<file path="config.mk">
export PLATFORM = sky130hd
export DESIGN_NAME = temp_filter
export DESIGN_NICKNAME = d
export VERILOG_FILES = /design/src/rtl/temp_pkg.sv /design/src/rtl/temp_sample_ring.sv /design/src/rtl/temp_filter.sv
export SDC_FILE = /design/constraint.sdc
export NUM_CORES = 1
export LEC_CHECK = 0
export BUFFER_PORTS_ARGS = -buffer_cell sky130_fd_sc_hd__buf_2
export CAP_MARGIN = 20
export CORE_MARGIN = 2
export CORE_UTILIZATION = 56
export CTS_BUF_LIST = sky130_fd_sc_hd__clkbuf_4
export CTS_CLUSTER_SIZE = 25
export DETAILED_ROUTE_END_ITERATION = 7
export PLACE_DENSITY = 0.86
export SETUP_SLACK_MARGIN = 0.4
export SYNTH_ARGS = -nofsm -noshare
export SYNTH_HDL_FRONTEND = slang
export SYNTH_SLANG_ARGS = --single-unit
</file>
<file path="constraint.sdc">
create_clock -name clk -period 3.1 [get_ports clk]
set_clock_uncertainty 0.2 [all_clocks]
set_input_delay 0.155 -clock clk [delete_from_list [all_inputs] [get_ports clk]]
set_output_delay 0.155 -clock clk [all_outputs]
set_load 0.02 [all_outputs]
</file>
<file path="src/rtl/temp_pkg.sv">
// temp_pkg: shared constants, FSM state type and width helper for the temp_filter slice.
package temp_pkg;

  // Width of the period count delivered by the counter stage.
  localparam int unsigned CNT_W = 8;

  // Filter sequencing: drop the partial first count, fill the window, then slide.
  typedef enum logic [1:0] {
    DISCARD = 2'd0,
    FILL    = 2'd1,
    RUN     = 2'd2
  } temp_filt_state_t;

  // Accumulator width: the sum of 2^log2_n counts of CNT_W bits never overflows this.
  function automatic int unsigned acc_width(input int unsigned log2_n);
    return CNT_W + log2_n;
  endfunction

endpackage

</file>
<file path="src/rtl/temp_sample_ring.sv">
// temp_sample_ring: N-entry circular buffer of period counts.
// The write pointer advances on every write and wraps naturally. oldest_o is the entry the
// next write will replace, i.e. the sample leaving the averaging window.
module temp_sample_ring
  import temp_pkg::*;
#(
  parameter int unsigned LOG2_N = 2
) (
  input  logic             clk,
  input  logic             rst_n,
  input  logic             we_i,
  input  logic [CNT_W-1:0] wdata_i,
  output logic [CNT_W-1:0] oldest_o
);

  localparam int unsigned N = 1 << LOG2_N;

  logic [CNT_W-1:0]  mem_q [N];
  logic [LOG2_N-1:0] wr_ptr_q;
  logic [LOG2_N-1:0] wr_ptr_d;

  // Pointer advance; N is a power of two so the wrap is free.
  always_comb begin
    wr_ptr_d = wr_ptr_q;
    if (we_i) begin
      wr_ptr_d = wr_ptr_q + LOG2_N'(1);
    end
  end

  // Pointer register.
  always_ff @(posedge clk or negedge rst_n) begin
    if (!rst_n) begin
      wr_ptr_q <= '0;
    end else begin
      wr_ptr_q <= wr_ptr_d;
    end
  end

  // Storage: no reset needed, the fill phase writes every entry before any is read.
  always_ff @(posedge clk) begin
    if (we_i) begin
      mem_q[wr_ptr_q] <= wdata_i;
    end
  end

  assign oldest_o = mem_q[wr_ptr_q];

endmodule

</file>
<file path="src/rtl/temp_filter.sv">
// temp_filter: moving average of the relaxation-oscillator period count.
// Captures b one cycle after each analog_out rising edge, drops the first (partial) count
// after reset, averages the last 2^LOG2_N samples and offers the result on valid/ready.
// Optional hysteresis alarm is built when TEMP_FILTER_ALARM_EN is defined; otherwise alarm
// is tied low.
module temp_filter
  import temp_pkg::*;
#(
  parameter int unsigned LOG2_N   = 2,
  parameter logic [7:0]  ALARM_HI = 8'd200,
  parameter logic [7:0]  ALARM_LO = 8'd180
) (
  input  logic       clk,
  input  logic       rst_n,
  input  logic       analog_out,
  input  logic [7:0] b,
  output logic [7:0] avg,
  output logic       avg_valid,
  input  logic       avg_ready,
  output logic       overrun,
  output logic       alarm
);

  localparam int unsigned N    = 1 << LOG2_N;
  localparam int unsigned AccW = acc_width(LOG2_N);

  // Reject illegal configurations at elaboration.
  if (LOG2_N < 1 || LOG2_N > 4) begin : g_bad_log2_n
    $error("temp_filter: LOG2_N must be in 1..4");
  end
  if (ALARM_LO >= ALARM_HI) begin : g_bad_thresholds
    $error("temp_filter: ALARM_LO must be below ALARM_HI");
  end

  // ---------------------------------------------------------------------------------------
  // Edge detect, identical to the counter stage so both see the same edge.
  // ---------------------------------------------------------------------------------------
  logic out_d_q;
  logic edge_q;

  // Register comparator output and flag its rising edge one cycle later.
  always_ff @(posedge clk or negedge rst_n) begin
    if (!rst_n) begin
      out_d_q <= 1'b0;
      edge_q  <= 1'b0;
    end else begin
      out_d_q <= analog_out;
      edge_q  <= analog_out & ~out_d_q;
    end
  end

  // ---------------------------------------------------------------------------------------
  // Sequencing and accumulator.
  // ---------------------------------------------------------------------------------------
  temp_filt_state_t  state_q, state_d;
  logic [LOG2_N-1:0] fill_cnt_q, fill_cnt_d;
  logic [AccW-1:0]   acc_q, acc_d;
  logic              ring_we;
  logic              launch;
  logic [CNT_W-1:0]  oldest;

  temp_sample_ring #(
    .LOG2_N (LOG2_N)
  ) u_ring (
    .clk      (clk),
    .rst_n    (rst_n),
    .we_i     (ring_we),
    .wdata_i  (b),
    .oldest_o (oldest)
  );

  // Next-state: every capture is handled in the cycle edge_q is high (fully pipelined).
  always_comb begin
    state_d    = state_q;
    fill_cnt_d = fill_cnt_q;
    acc_d      = acc_q;
    ring_we    = 1'b0;
    launch     = 1'b0;
    if (edge_q) begin
      case (state_q)
        DISCARD: begin
          state_d = FILL;
        end
        FILL: begin
          ring_we    = 1'b1;
          acc_d      = acc_q + AccW'(b);
          fill_cnt_d = fill_cnt_q + LOG2_N'(1);
          if (fill_cnt_q == LOG2_N'(N - 1)) begin
            state_d = RUN;
            launch  = 1'b1;
          end
        end
        RUN: begin
          ring_we = 1'b1;
          // Intermediate sum may wrap modulo 2^AccW; the final window sum always fits.
          acc_d   = acc_q + AccW'(b) - AccW'(oldest);
          launch  = 1'b1;
        end
        default: begin
          state_d = DISCARD;
        end
      endcase
    end
  end

  // FSM, fill counter and accumulator registers.
  always_ff @(posedge clk or negedge rst_n) begin
    if (!rst_n) begin
      state_q    <= DISCARD;
      fill_cnt_q <= '0;
      acc_q      <= '0;
    end else begin
      state_q    <= state_d;
      fill_cnt_q <= fill_cnt_d;
      acc_q      <= acc_d;
    end
  end

  // ---------------------------------------------------------------------------------------
  // Result register and valid/ready handshake.
  // ---------------------------------------------------------------------------------------
  logic [7:0] avg_q, avg_d;
  logic       avg_valid_q, avg_valid_d;
  logic       overrun_q, overrun_d;

  // A launch always wins over a consume; overrun only when an unconsumed value is lost.
  always_comb begin
    avg_d       = avg_q;
    avg_valid_d = avg_valid_q;
    overrun_d   = overrun_q;
    if (launch) begin
      avg_d       = acc_d[AccW-1:LOG2_N];
      avg_valid_d = 1'b1;
      if (avg_valid_q && !avg_ready) begin
        overrun_d = 1'b1;
      end
    end else if (avg_valid_q && avg_ready) begin
      avg_valid_d = 1'b0;
    end
  end

  // Output registers.
  always_ff @(posedge clk or negedge rst_n) begin
    if (!rst_n) begin
      avg_q       <= '0;
      avg_valid_q <= 1'b0;
      overrun_q   <= 1'b0;
    end else begin
      avg_q       <= avg_d;
      avg_valid_q <= avg_valid_d;
      overrun_q   <= overrun_d;
    end
  end

  assign avg       = avg_q;
  assign avg_valid = avg_valid_q;
  assign overrun   = overrun_q;

  // ---------------------------------------------------------------------------------------
  // Hysteresis alarm, evaluated on the freshly launched average one cycle after launch.
  // ---------------------------------------------------------------------------------------
`ifdef TEMP_FILTER_ALARM_EN
  logic launch_q;
  logic alarm_q, alarm_d;

  // Set at or above the high threshold, clear at or below the low one, else hold.
  always_comb begin
    alarm_d = alarm_q;
    if (launch_q) begin
      if (avg_q >= ALARM_HI) begin
        alarm_d = 1'b1;
      end else if (avg_q <= ALARM_LO) begin
        alarm_d = 1'b0;
      end
    end
  end

  // Launch delay and alarm register.
  always_ff @(posedge clk or negedge rst_n) begin
    if (!rst_n) begin
      launch_q <= 1'b0;
      alarm_q  <= 1'b0;
    end else begin
      launch_q <= launch;
      alarm_q  <= alarm_d;
    end
  end

  assign alarm = alarm_q;
`else
  assign alarm = 1'b0;
`endif

endmodule

</file>
After elaboration in Yosys (flattened, before gate mapping). Memories as Yosys holds them, arrays and structs flattened. Cells that the tools add are included.

Bits in registers: 28. Memory bits (read-only): 0. Latch bits: 0. Bits in writable memories: 32. Memories kept: 1.

Memory list: u_ring.mem_q (words 4, bits a word 8, read ports 1, clocked after Yosys merged registers in 0, wr ports 1, RTL line temp_sample_ring.sv:18) `logic [CNT_W-1:0] mem_q [N];`.

Multiply operators: 0. Div/mod/pow operators: 0. Order comparisons: 0. Multiplexer cells: 13. Bitwise logic cells: 3. Equality and inequality tests: 4. Add/subtract/negate cells: 4. Shift operators: 0. Reduce and logical (&&, ||, !) cells: 11.

Operators with widths (count): 10-bit one-hot mux with 2 select lines (1); 10-bit by 8-bit adder with 10-bit output (1); 10-bit two-way mux (1); 10-bit by 8-bit subtractor with 10-bit output (1); 1-bit two-way mux (8); 2-bit one-hot mux with 3 select lines (1); 2-bit AND reduction (3); 2-bit by 1-bit adder with 2-bit output, second input constant (2); 2-bit equality test, second input constant (2); 2-bit nonzero test (2); 3-bit AND reduction (1); 2-bit by 1-bit equality test with 1-bit output, second input constant (1); 1-bit logical AND (2); 2-bit logical NOT (1); 2-bit two-way mux (1); 2-bit inequality test, second input constant (1); 1-bit NOT (2); 1-bit one-hot mux with 2 select lines (1); 2-bit OR reduction (1); 1-bit bitwise AND (1); 1-bit logical NOT (1).

Depth between registers and ports, before layout.
Depth in word-level cells: 6. Depth in mapped cells: 13. Gate-level depth less buffers: 13.

Modules after synthesis. Synthesis repeated with hierarchy kept, for this count alone.

Cell total of the unflattened synthesis: 261. Area, all modules: 3214.3 µm².

Modules (own cells, without submodules): temp_filter (seq. area each 650.6 µm², instances 1, area an instance 1904.3 µm², cells an instance 205); temp_sample_ring (seq. area each 1011.0 µm², instances 1, area an instance 1310.0 µm², cells an instance 56).

Least setup slack after synthesis. OpenSTA, ideal clock, no wires.

Path kind: reg2reg. From: register acc_q[0]. To: register avg_q[5] (netlist: avg[5]). Arrival: 2711 ps. Slack: 55 ps. Buffers on the path: 0. Stages on the path, launching flop included: 14. Clock period less this slack: 3045 ps. Path through: dfrtp_1 -> ha_1 -> fa_1 -> a21o_1 -> o21a_1 -> nor2_1 -> xnor2_1 -> ha_1 -> a21oi_1 -> nand2_1 -> o21ai_1 -> xnor2_1 -> a211oi_1 -> a21oi_1.

Cells in the longest elaborated chain, start to end: 4.

Ends and longest elaborated chain: from (decl) (RTL line temp_filter.sv:57) `logic [AccW-1:0] acc_q, acc_d;`; from (signal assigned) (RTL line temp_filter.sv:111) `acc_q <= '0;`; from (signal assigned) (RTL line temp_filter.sv:115) `acc_q <= acc_d;`; 10-bit by 8-bit adder with 10-bit output (*) (RTL line temp_filter.sv:86, temp_filter.sv:96); 10-bit by 8-bit subtractor with 10-bit output (RTL line temp_filter.sv:96) `acc_d = acc_q + AccW'(b) - AccW'(oldest);`; 10-bit one-hot mux with 2 select lines (*) (RTL line temp_filter.sv:80) `case (state_q)`; 10-bit two-way mux (*) (RTL line temp_filter.sv:79) `if (edge_q) begin`; to (signal assigned) (RTL line temp_filter.sv:149) `avg_q <= avg_d;`; to (decl) (RTL line temp_filter.sv:122) `logic [7:0] avg_q, avg_d;`.

Mark *: on every way between the ends. The rest lies on a longest branch, timed or not. A chain may end at the register's enable or synchronous reset.

Final worst setup path.
From: register acc_q[0]. To: register avg_q[6] (netlist: avg[6]).

The elaborated chain is that of the path after synthesis.

==> flow_summary.yaml <==
finish:
  insertedDiodeCount: 0
  fin_nets: 383
  number_of_fillers_in_the_final_layout: 373
  final_layout_size_suffix_gt1_share_pct: 29.1
  areaGrowthSynthToFinish_pct: 22.2
synthesis:
  netlist-cell-type-count: 49
  post-synth-top-count-cell: "edfxtp_1"
  postSynthAreaPerCell_sq_um: 11.4
  number_of_synthesized_flops_with_an_enable_pin: 32
  ys.warnings.count: 0
  yosysTopAreaCell: "edfxtp_1"
  synth.net_count: 327
  synth.top_cells.by_area: "edfxtp_1, dfrtp_1, ha_1, mux4_2, nor2_1"
  synth-seq-area-share_pct: 50.2
  synth_top_cells_by_count: "edfxtp_1, dfrtp_1, ha_1, nor2_1, inv_1"
  async_reset_ff_share_pct: 46.7
  synth.top_cell.area_share_pct: 29.0
  ys_ff_latch: 60
  ys.flop_type: "edfxtp_1"
  synth_cells: 289
  post_synth_instance_area_sq_um: 3310
sta:
  slew_viol_final: 0
  final_min_period_over_clock_period_pct: 102
  hold_viol: 0
  finalCriticalPeriod_ps: 3150
  timing.fmax_mhz: 318
  timing.setup.tns_ps: -73.4
  grt_setup_unrepaired: "true"
  setup-violations-final: 3
  post-route-worst-setup-slack_ps: -48.8
  transition_time_of_the_tightest_slew_check_pin_ps: 647
  max_slew_margin_pct: 56.9
floorplanning:
  ios: 23
  fp.dieH_microns: 80.9
  placementRows: 27
  die-width_microns: 80.9
  area_of_the_die_sq_um: 6540
  area_of_the_core_sq_um: 5610
  initial_utilization_pct: 59.0
hold_path:
  min_path_type: "in -> reg"
  hold-path-cell-count: 4
  hold_start: "b[0]"
  min_delay_worst_endpoint: "acc_q[0]"
job:
  cap_viol_max_count: 0
detailed_routing:
  avgRoutedWirePerCell_microns: 18.7
  firstDrtPassIters: 5
  drt.antenna.violating_nets: 0
  drt-vias-per-instance: 6.21
  drc: 0
  drt_iter0_markers: 315
  totalWireLength_mm: 7.91
  vias: 2619
worst_setup_path:
  critPathLaunch: "acc_q[0]"
  start_kind: "flop"
  crit_arrival_ps: 3280
  timing.reg2reg.setup_slack_ps: -50
  worst_setup_path_end_kind: "flop"
  reg2regPathDepth: 14
  critical_path.reg2reg.endpoint: "avg[6]"
  rr_startpoint: "acc_q[0]"
  crit_path_max_fanout: 3
  worst-endpoint-required_ps: 3230
  critical_path_class: "reg -> reg"
clock_network:
  cts_max_path_buffers: 2
  clock_sinks: 60
  clk_transition_reported_paths_ps: 100
  cts_root_buf: "clkbuf_4"
  ctsHtreeMaxLevel: 3
  cts_tree: "built"
  cts_buffers: 9
  worst_skew_pair.late_latency_ps: 420
global_route:
  grt_antenna_before_repair: 0
  grt_max_degree: 29
  grt_overflow: 0
  first_pass_grt_wire_length_mm: 11.9
  grt_usage_pct: 24.9
  first_global_vias: 2460
placement:
  port-buffer-count: 21
  routabilityCongestion: 0.896
  detailedPlacementHpwl_mm: 4.95
outcome:
  failed_checks: "negative setup slack"
  status: "finished, violations left"
timing repair:
| item | in CTS | in global routing |
|---|---|---|
| setup buffers | 10 | 10 |
| endpoints found under the setup margin | 14 | 15 |
| resized for setup | 9 | 16 |
| gates cloned | 0 | 0 |
| pin swaps | 16 | 17 |
| hold buffers | 11 | 0 |
| hold endpoints to repair | 64 | 0 |
worst max-delay path: stages, from the launching register on:
cell	delay, ps
dfrtp_1	430
ha_4	180
fa_2	330
a21o_1	200
o21a_1	220
nor2_2	140
xnor2_2	110
ha_4	310
buf_6	90
o21ai_1	50
nand2b_1	80
a31oi_1	110
nor4_1	290
a21oi_1	90
a31oi_1	210
flip-flops by register name, indices dropped and copies added (netlist names):
| name | cells |
|---|---|
| u_ring.mem_q | 32 |
| edge_q | 1 |
| fill_cnt_q | 2 |
| avg_valid | 1 |
| overrun | 1 |
| state_q | 2 |
| avg | 8 |
| u_ring.wr_ptr_q | 2 |
| acc_q | 10 |
| out_d_q | 1 |
worst max path at each step:
stage | endpoint | slack (ps)
2_1_floorplan | acc_q[9] | 210
3_3_place_gp | acc_q[9] | 120
3_5_place_dp | avg[5] | 20
4_1_cts | acc_q[9] | 30
5_1_grt | avg[6] | -180
6_report | avg[6] | -50
stage by stage:
step	area [sq um]	hold WS, ps	setup WS (ps)	std cells	util (%)
after floorplan	3340	-341	213	289	-
after global placement	3510	-2.94	119	375	62.6
after detailed placement	3510	3.40	21.3	375	62.6
after CTS	3880	18.8	28.5	412	69.3
after global routing	4040	72.5	-182	422	72.1
final	4040	11.5	-48.8	422	72.1
layout by cell type, fill, tap and decap left out, types with 4 or more instances in the layout:
cell type | Yosys | routed
edfxtp_1 | 32 | 32
dfrtp_1 | 28 | 27
buf_4 | 3 | 24
nor2_1 | 24 | 22
buf_2 | 3 | 21
ha_1 | 24 | 20
inv_1 | 19 | 19
nand2_1 | 17 | 17
a21oi_1 | 16 | 14
a31oi_1 | 11 | 11
dlygate4sd3_1 | 0 | 11
clkbuf_4 | 0 | 10
mux4_2 | 8 | 8
o21a_1 | 7 | 7
o21ai_1 | 5 | 7
nand3_1 | 6 | 6
xnor2_1 | 9 | 6
a21o_1 | 5 | 5
nor3_1 | 6 | 5
and3_1 | 5 | 5
nor2b_1 | 5 | 5
nand2b_1 | 4 | 4
ha_4 | 0 | 4
cells by family after synthesis:
family	count (synthesis)	synth area share, %
mux	13	7.07
fa+ha+maj	26	10.3
buf+inv	31	3.97
simple gates	75	11.0
xor+xnor	11	2.91
compound gates	72	14.4
flops	60	50.2
other cells	1	0.113
metal layers:
layer / track usage (%) / share of wire, % / vias to the layer above
met4: 12.7 / 2.6 / 0
li1: - / - / 1177
met3: 5.33 / 7.3 / 24
met2: 39.3 / 49 / 138
met5: 0 / 0 / -
met1: 32.7 / 41 / 1280
layout make-up:
cell class                      count  area, sq um  area share (%)
Multi-Input combinational cell    198         1660            41.0
Clock buffer                       10         75.1            1.86
Tap cell                           72         90.1            2.23
Inverter                           19         71.3            1.76
Timing Repair Buffer               57          407            10.1
Sequential cell                    60         1660            41.1
Clock inverter                      6         78.8            1.95
Power is left out: the tool's default activity adds up to more than one toggle a clock period on the data nets, which glitch-free logic cannot reach.
